===== src/rtl/echo_tof_detector.sv =====
// Echo time-of-flight detector: times from a transmitter burst to the first qualified echo,
// blanking transducer ringing, and reports the echo time and peak magnitude or a timeout.
module echo_tof_detector #(
   parameter int unsigned DATA_W       = 12,
   parameter int unsigned CNT_W        = 20,
   parameter int unsigned BLANK_CYCLES = 50000,
   parameter int unsigned MAX_CYCLES   = 700000,
   parameter int unsigned THRESHOLD    = 2048,
   parameter int unsigned HOLD_SAMPLES = 4
) (
   input  logic              SYS_CLK,
   input  logic              RST,
   input  logic              ON,
   input  logic              burstStart,
   input  logic              sample_valid,
   input  logic [DATA_W-1:0] sample,
   output logic              busy,
   output logic              tof_valid,
   output logic              timeout,
   output logic [CNT_W-1:0]  tof_count,
   output logic [DATA_W-1:0] peak
);

   localparam int unsigned RUN_W = $clog2(HOLD_SAMPLES + 1);

   localparam logic [CNT_W-1:0]  BLANK_LAST = CNT_W'(BLANK_CYCLES - 1);
   localparam logic [CNT_W-1:0]  MAX_LAST   = CNT_W'(MAX_CYCLES - 1);
   localparam logic [DATA_W-1:0] THR        = DATA_W'(THRESHOLD);
   localparam logic [RUN_W-1:0]  HOLD       = RUN_W'(HOLD_SAMPLES);

   typedef enum logic [1:0] {
      S_IDLE,
      S_BLANK,
      S_LISTEN
   } state_t;

   state_t            state_q;
   logic [CNT_W-1:0]  timer_q;
   logic [CNT_W-1:0]  cand_q;
   logic [RUN_W-1:0]  run_q;
   logic [DATA_W-1:0] trk_q;
   logic              busy_q;
   logic              tof_valid_q;
   logic              timeout_q;
   logic [CNT_W-1:0]  tof_count_q;
   logic [DATA_W-1:0] peak_q;

   logic              qualify;
   logic [RUN_W-1:0]  run_d;
   logic [CNT_W-1:0]  cand_d;
   logic [DATA_W-1:0] trk_d;
   logic              hit;

   // Candidate and peak include the current sample so a detection on this edge
   // reports the run start and the final maximum without an extra cycle.
   always_comb begin
      qualify = sample_valid && (sample >= THR);
      run_d   = run_q;
      cand_d  = cand_q;
      trk_d   = trk_q;
      if (sample_valid) begin
         if (sample > trk_q) begin
            trk_d = sample;
         end
         if (qualify) begin
            run_d = run_q + 1'b1;
            if (run_q == '0) begin
               cand_d = timer_q;
            end
         end else begin
            run_d = '0;
         end
      end
      hit = (state_q == S_LISTEN) && qualify && (run_d == HOLD);
   end

   always_ff @(posedge SYS_CLK) begin
      tof_valid_q <= 1'b0;
      timeout_q   <= 1'b0;
      if (RST) begin
         state_q     <= S_IDLE;
         timer_q     <= '0;
         cand_q      <= '0;
         run_q       <= '0;
         trk_q       <= '0;
         busy_q      <= 1'b0;
         tof_count_q <= '0;
         peak_q      <= '0;
      end else if (!ON) begin
         state_q <= S_IDLE;
         busy_q  <= 1'b0;
      end else if (burstStart) begin
         // A burst in any state (re)starts the measurement from the top of blanking.
         state_q <= S_BLANK;
         timer_q <= '0;
         cand_q  <= '0;
         run_q   <= '0;
         trk_q   <= '0;
         busy_q  <= 1'b1;
      end else begin
         case (state_q)
            S_BLANK: begin
               timer_q <= timer_q + 1'b1;
               if (timer_q >= BLANK_LAST) begin
                  state_q <= S_LISTEN;
               end
            end
            S_LISTEN: begin
               timer_q <= timer_q + 1'b1;
               run_q   <= run_d;
               cand_q  <= cand_d;
               trk_q   <= trk_d;
               if (hit) begin
                  tof_valid_q <= 1'b1;
                  tof_count_q <= cand_d;
                  peak_q      <= trk_d;
                  state_q     <= S_IDLE;
                  busy_q      <= 1'b0;
               end else if (timer_q >= MAX_LAST) begin
                  timeout_q <= 1'b1;
                  peak_q    <= trk_d;
                  state_q   <= S_IDLE;
                  busy_q    <= 1'b0;
               end
            end
            default: begin
               state_q <= S_IDLE;
               busy_q  <= 1'b0;
            end
         endcase
      end
   end

   assign busy      = busy_q;
   assign tof_valid = tof_valid_q;
   assign timeout   = timeout_q;
   assign tof_count = tof_count_q;
   assign peak      = peak_q;

endmodule

===== config.mk =====
export PLATFORM = sky130hd
export DESIGN_NAME = echo_tof_detector
export DESIGN_NICKNAME = d
export VERILOG_FILES = /design/src/rtl/echo_tof_detector.sv
export SDC_FILE = /design/constraint.sdc
export NUM_CORES = 1
export LEC_CHECK = 0
export BUFFER_PORTS_ARGS = -buffer_cell sky130_fd_sc_hd__buf_2
export CAP_MARGIN = 30
export CELL_PAD_IN_SITES_DETAIL_PLACEMENT = 1
export CELL_PAD_IN_SITES_GLOBAL_PLACEMENT = 1
export CORE_ASPECT_RATIO = 1.25
export CORE_MARGIN = 2
export CORE_UTILIZATION = 46
export DETAILED_ROUTE_END_ITERATION = 10
export PLACE_DENSITY_LB_ADDON = 0.1
export SETUP_SLACK_MARGIN = 0.1
export SLEW_MARGIN = 20
export SYNTH_ARGS = -nofsm -noshare
export SYNTH_HDL_FRONTEND = slang
export SYNTH_SLANG_ARGS = --single-unit

===== constraint.sdc =====
create_clock -name SYS_CLK -period 5.6 [get_ports SYS_CLK]
set_input_delay 0.84 -clock SYS_CLK [delete_from_list [all_inputs] [get_ports SYS_CLK]]
set_output_delay 0.84 -clock SYS_CLK [all_outputs]
set_load 0.02 [all_outputs]

==> summary.md, run 1 <==
| Metric | Value |
|---|---|
| Pin count of the biggest net entering global routing | 41 |
| Share of cells above drive strength 1 | 15.6% |
| Syn Area/Cell | slightly below 9 sq um |
| Worst flop-to-flop path startpoint | run_q[0] |
| Core area | 0.00875 sq mm |
| Highest net fanout along the worst path | 22 |
| Type of the worst setup path | in -> reg |
| Gr ovfl total | 0 |
| Hold/Removal Path Class | reg -> reg |
| FMAX | roughly 0.32 GHz |
| Leakage | 1.73 nW |
| Ports | 52 |
| GRT Total Usage | a little over a fifth |
| Routed wire per std cell | roughly 16 um |
| Initial DRC count | between 100 and 150 |
| IO Port Bufs | 51 |
| CP Capture Type | register |
| Final setup viols | 0 |
| CTS Buffer Depth | 2 |
| WL final | 10200 um |
| Antenna violations before repair | 0 |
| Startpoint types | primary input |
| R2r endpoint | cand_q[12] |
| Hold buffers post-CTS | 0 |
| IR drop worst, VDD | between 0.0001 and 0.00015 V |
| Vias in the first global route | around 3600 |
| Synth Instances | 475 |
| Max Slew Vio Count | 0 |
| Number of cell rows | 38 |
| Area Growth Syn to Fin | 12.0% |
| Max cap viols | 0 |
| Synthesized cell area | approximately 0.0042 sq mm |
| Fin crit share | 55.0% |
| First-pass GRT wire length | approximately 17000 um |
| Sink Count | between 90 and 100 |
| DR vias | between 3000 and 4000 |
| Post-route ant nets | 0 |
| Die area | between 0.009 and 0.01 sq mm |
| Hold Path Sink | busy |
| Util after Layout | 53.7% |
| Critical Path RT | between 5000 and 6000 ps |
| Most frequent cells in the layout | dfxtp_1, nand2_1, buf_2 |
| TritonCTS clock tree | done |
| Root buffer cell | clkbuf_8 |
| Die X | 89.4 um |
| Power per cell area | around 250 mW/mm^2 |
| Most common cell after layout, fill and taps aside | dfxtp_1 |
| Post-synth EDFFs | 0 |
| CTS buffer count | 9 |
| Hold Fails Final Rpt | 0 |
| Final GP Congestion | approximately 0.79 |
| Syn_nets | 509 |
| Final TNS setup | 0 ps |
| Worst Skew | ~8 ps |
| Seq/Total Area, Yosys | between 40% and 50% |
| NumNets Final | between 500 and 600 |
| #FFs+latches synth | 92 |
| Warnings from Yosys | 0 |
| Post-CTS setup buffer count | 0 |
| Vias per std cell | ~5.6 |
| Count of cell types in the netlist | 50 |
| H-tree depth | 3 |
| HP Start | busy |
| Die height | about 110 um |
| Tmin final | between 3000 and 4000 ps |
| RSZ-0062 raised after global routing | false |
| Latest clock arrival within the worst-skew pair | ~370 ps |
| ANT cells | 0 |
| Top_reg_cell synth | dfxtp_1 |
| First drt pass iteration count | 4 |
| Starting Density | 47.9% |
| Crit path DAT | about 3400 ps |
| Status | complete, no violations |
| Reg2reg path depth | 6 |
| Post-DP HPWL | 7230 um |
| R2r setup slk | between 2000 and 3000 ps |
| Synth async-reset ratio | 0% |
| Tightest Pin Transition | ~840 ps |
| Resize count post-CTS | 0 |
| Register clock-pin slew on the reported worst setup and hold paths | 90 ps |
| Hold Path Depth | 2 |
| DRC violations left | 0 |
| Max_slew headroom | 43.7% |
Yosys cell counts (all sizes together), types with 4 or more instances:
cell type  number  area, sq um
dfxtp          92         1840
ha             17          213
mux2i          12          120
nor3            7         45.0
a22o           32          280
o21ai          10         53.8
nor2           51          191
nor2b           5         31.3
clkbuf         27          101
and3            5         31.3
buf             8         53.8
inv            21         78.8
a311oi         21          184
a211oi         13          103
nand2          62          233
a21oi          25          125
xor2           10         87.6
nand3          14         70.1
nand4           4         25.0
xnor2           8         70.1
registers in the layout (all words and copies together) (netlist names):
register	flops
state_q	2
busy	1
cand_q	20
timer_q	20
tof_valid	1
tof_count	20
peak	12
trk_q	12
run_q	3
timeout	1
critical path: stages:
cell	delay [ps]
buf_2	130
nand2_1	100
nor2_1	70
nand2_1	590
inv_1	570
o21ai_2	830
a22o_1	240
where the power goes:
group | switching [mW] | internal, mW | total (mW)
Combinational | 0.0423 | 0.0194 | 0.0617
Sequential | 0.000562 | 0.654 | 0.655
Clock | 0.240 | 0.219 | 0.460
per-layer routing:
layer	vias to the layer above	global-route usage [%]	part of all wire [%]
li1	1756	-	-
met1	1726	26.1	44
met2	50	38.0	52
met3	14	4.24	2.8
met4	0	7.76	1.8
met5	-	0	0
metrics by stage:
stage	setup slack [ps]	total power [mW]	hold WS (ps)	area, sq um	std cells
2_1_floorplan	2950	0.709	442	4190	475
3_3_place_gp	2270	0.731	450	4490	615
3_5_place_dp	2170	0.732	457	4490	615
4_1_cts	2540	1.19	476	4690	631
5_1_grt	2290	1.22	501	4700	632
6_report	2520	1.18	470	4700	632
cell families after synthesis:
family | synth area share [%]
simple gates | 16.8
compound gates | 21.9
flops | 43.9
buf+inv | 5.67
xor+xnor | 3.76
fa+ha+maj | 5.07
mux | 2.86
how the worst max path moves through the flow:
stage,from,endpoint,slack [ps],cells after the start
after floorplan,sample[11],trk_q[10],2950,8
after global placement,sample[11],cand_q[14],2270,7
after detailed placement,sample[11],cand_q[1],2170,7
after CTS,sample[11],cand_q[16],2540,7
after global routing,sample_valid,cand_q[12],2290,7
final,sample[11],cand_q[12],2520,7
cell type report:
type                            instances  area [sq um]
Clock buffer                           11           141
Clock inverter                          5          61.3
Fill cell                            1096          4050
Inverter                               22          82.6
Multi-Input combinational cell        326          2130
Sequential cell                        92          1840
Tap cell                              120           150
Timing Repair Buffer                   56           293
Note: power is estimated with default switching activity, not from simulation.
==> inputs of run 2 (changes only) <==
ABC_AREA = 1   (was unset)
CORE_UTILIZATION = 43   (was 46)
clock period = 3 ns   (was 5.6 ns; I/O delays follow)
==> summary.md, run 2 <==
| Metric | Value |
|---|---|
| Status | complete, no violations (unchanged) |
| Share of cells above drive strength 1 | 15.6% (about the same) |
| TritonCTS clock tree | done (unchanged) |
| Synth Instances | 654 (was 475) |
| CTS Buffer Depth | 2 (unchanged) |
| DR vias | 4494 (was 3546) |
| Final TNS setup | 0 ps (unchanged) |
| Flop pwr share | 48.9% (was 55.7%) |
| Tmin final | approximately 2400 ps |
| FMAX | between 0.4 and 0.5 GHz |
| GRT Total Usage | 22.8% (was 21.9%) |
| Non-Filler Instances | 830 (was 632) |
| Sink Count | 92 (unchanged) |
| First drt pass iteration count | 4 (unchanged) |
| Core area | 0.0107 sq mm (was 0.00875 sq mm) |
| Routed wire per std cell | 15.7 um (was 16.1 um) |
| Switch share | 26.3% (was 24.1%) |
| Leakage | 2.34 nW (was 1.73 nW) |
| Top_reg_cell synth | dfxtp_1 (unchanged) |
| Power per cell area | 467 mW/mm^2 (was 250 mW/mm^2) |
| Critical-path top delay cell | o21ai_0 (was o21ai_2) |
| Final setup viols | 0 (unchanged) |
| Logic pwr share | 6.4% (was 5.2%) |
| Area leader, netlist | dfxtp_1 (unchanged) |
| Most numerous cell in the Yosys netlist | nand2_1 (was dfxtp_1) |
| Latest clock arrival within the worst-skew pair | 350 ps (was 370 ps) |
| DP Cell Count | 813 (was 615) |
| First-pass GRT wire length | 21700 um (was 17200 um) |
| Psw | 0.657 mW (was 0.283 mW) |
| Most common cell after layout, fill and taps aside | nand2_1 (was dfxtp_1) |
| Setup WS post-layout | 623 ps (was 2520 ps) |
| Highest net fanout along the worst path | 24 (was 22) |
| Antenna violations before repair | 0 (unchanged) |
| DRC violations left | 0 (unchanged) |
| Post-CTS setup buffer count | 0 (unchanged) |
| Post-DP HPWL | 9650 um (was 7230 um) |
| Hold Fails Final Rpt | 0 (unchanged) |
| Die area | 0.0119 sq mm (was 0.00990 sq mm) |
| IO Port Bufs | 51 (unchanged) |
| Die X | 97.9 um (was 89.4 um) |
| Post-synth EDFFs | 0 (unchanged) |
| Final GP Congestion | 0.819 (was 0.790) |
| Worst flop-to-flop path startpoint | trk_q[3] (was run_q[0]) |
| Tightest Pin Transition | 768 ps (was 845 ps) |
| Cells along the critical path | inv_1 -> ha_1 -> nand2_1 -> o21ai_0 -> nand2_1 -> nand3_1 -> nand2_1 -> o21ai_0 -> o21ai_0 (was buf_2 -> nand2_1 -> nor2_1 -> nand2_1 -> inv_1 -> o21ai_2 -> a22o_1) |
| Fin crit share | 79.2% |
| Critical Path RT | 3220 ps (was 5900 ps) |
| Clock share of power | 44.7% (was 39.1%) |
| Syn Area/Cell | 7.25 sq um (was 8.83 sq um) |
| Setup slack at placement | 458 ps (was 2170 ps) |
| H-tree depth | 3 (unchanged) |
| IR drop worst, VDD | 0.000374 V (was 0.000113 V) |
| Critical path buffers and inverters | 1 (was 2) |
| RSZ-0062 raised after global routing | false (unchanged) |
| Starting Density | 44.4% (was 47.9%) |
| Max_slew headroom | 48.6% (was 43.7%) |
| Startpoint types | register (was primary input) |
| Ports | 52 (unchanged) |
| Root buffer cell | clkbuf_16 (was clkbuf_8) |
| Number of cell rows | 42 (was 38) |
| Count of cell types in the netlist | 37 (was 50) |
| Pin count of the biggest net entering global routing | 41 (unchanged) |
| Synth async-reset ratio | 0% (unchanged) |
| Max cap viols | 0 (unchanged) |
| Hold/Removal Path Class | in -> reg (was reg -> reg) |
| CP Capture Type | register (unchanged) |
| Int Power | 1.84 mW (was 0.893 mW) |
| Synth top cells by count | nand2_1, inv_1, dfxtp_1, o21ai_0, a21oi_1 (was dfxtp_1, nand2_1, nor2_1, a22o_1, clkbuf_1) |
| Post-route ant nets | 0 (unchanged) |
| Top-area cell type share of the netlist area | 38.9% (was 43.9%) |
| Area Growth Syn to Fin | 13.0% (was 12.0%) |
| Vias in the first global route | 4673 (was 3603) |
| Crit path DAT | 2600 ps (was 3380 ps) |
| Largest cells by area after synthesis | dfxtp_1, nand2_1, inv_1 (was dfxtp_1, a22o_1, nand2_1) |
| Critical path origin | trk_q[3] (was sample[11]) |
| Die height | 121 um (was 111 um) |
| Synthesized cell area | 0.00474 sq mm (was 0.00419 sq mm) |
| Number of fill cells in the layout | 1409 (was 1096) |
| Register clock-pin slew on the reported worst setup and hold paths | 70 ps (was 90 ps) |
| Most frequent cells in the layout | nand2_1, inv_1, dfxtp_1 (was dfxtp_1, nand2_1, buf_2) |
| #FFs+latches synth | 92 (unchanged) |
| NumNets Final | 727 (was 541) |
| HP Start | ON (was busy) |
| Seq/Total Area, Yosys | 38.9% (was 43.9%) |
| Gr ovfl total | 0 (unchanged) |
| Type of the worst setup path | reg -> reg (was in -> reg) |
| Max stage delay on crit path | 470 ps (was 830 ps) |
| Resize count post-CTS | 0 (unchanged) |
| Hold buffers post-CTS | 0 (unchanged) |
| WL final | 13000 um (was 10200 um) |
| Worst Skew | 5.03 ps (was 7.99 ps) |
| Cell family with most CP delay | compound AO/OA/AOI/OAI gates (unchanged) |
| Warnings from Yosys | 0 (unchanged) |
| Syn_nets | 688 (was 509) |
| Initial DRC count | 202 (was 111) |
| CTS buffer count | 9 (unchanged) |
| Max Slew Vio Count | 0 (unchanged) |
| ANT cells | 0 (unchanged) |
| Vias per std cell | 5.41 (was 5.61) |
run 2: cell types whose count changed in the layout (fill, tap and decap cells not counted), sizes merged, moves of 8 or more:
cell and change:
xnor2 -8, xor2 -8, o21a +21, nand3 +23
o32ai +21, nor2 -10, mux2i -12, nand2 +85
a21oi +33, a22o -32, a211oi -13, inv +81
a311oi -21, o21ai +45
run 2: power by group through the flow:
stage / clock (mW) / combinational, mW / sequential [mW]
global placement: 0 / 0.153 / 1.25
global route: 1.19 / 0.183 / 1.22
floorplan: 0 / 0.104 / 1.25
finish: 1.12 / 0.160 / 1.22
detailed placement: 0 / 0.160 / 1.25
CTS: 1.14 / 0.162 / 1.22
run 2: cell families after synthesis:
group | after synthesis | share of synthesized area (%)
and+or+nand+nor | 251 | 23.8
AOI/OAI and AO/OA | 162 | 21.4
xor gates and xnor gates | 2 | 0.370
buffers and inverters | 130 | 11.0
DFF | 92 | 38.9
adders and majority gates | 17 | 4.49
run 2: cell type report:
type	count	area, sq um	area share [%]
timing repair buffer	59	315	5.89
clock buffer	9	225	4.21
inverter	99	372	6.94
multi-input combinational	432	2370	44.3
clock inverter	7	60.1	1.12
sequential	92	1840	34.4
tap	132	165	3.09
run 2: stage by stage:
step                      total power [mW]  cell area [sq um]  hold slack, ps  utilization, %
after floorplan                       1.36               4740             449               -
after global placement                1.41               5060             446            47.4
after detailed placement              1.41               5060             452            47.4
after CTS                             2.53               5350             415            50.1
after global routing                  2.60               5350             432            50.2
final                                 2.50               5350             422            50.2
run 2: path summary, 6_finish.rpt:
kind,to,slack (ps),cells past startpoint
max,trk_q[11],620,9
min,busy,420,3
max reg2reg,trk_q[11],620,9
min reg2reg,busy,460,2
run 2: routing by layer:
metal / share of wire (%) / vias up / wire length [um] / GRT usage (%)
met5: 0 / - / 0 / 0
met4: 3.2 / 0 / 422 / 10.8
met3: 2.6 / 25 / 332 / 3.74
met2: 55 / 62 / 7150 / 43.9
met1: 39 / 2172 / 5110 / 23.7
li1: - / 2235 / - / -
run 2: worst reg2reg max path, stage by stage (launching register included):
cell	delay [ps]
dfxtp_1	330
inv_1	50
ha_1	310
nand2_1	70
o21ai_0	310
nand2_1	90
nand3_1	80
nand2_1	390
o21ai_0	470
o21ai_0	140
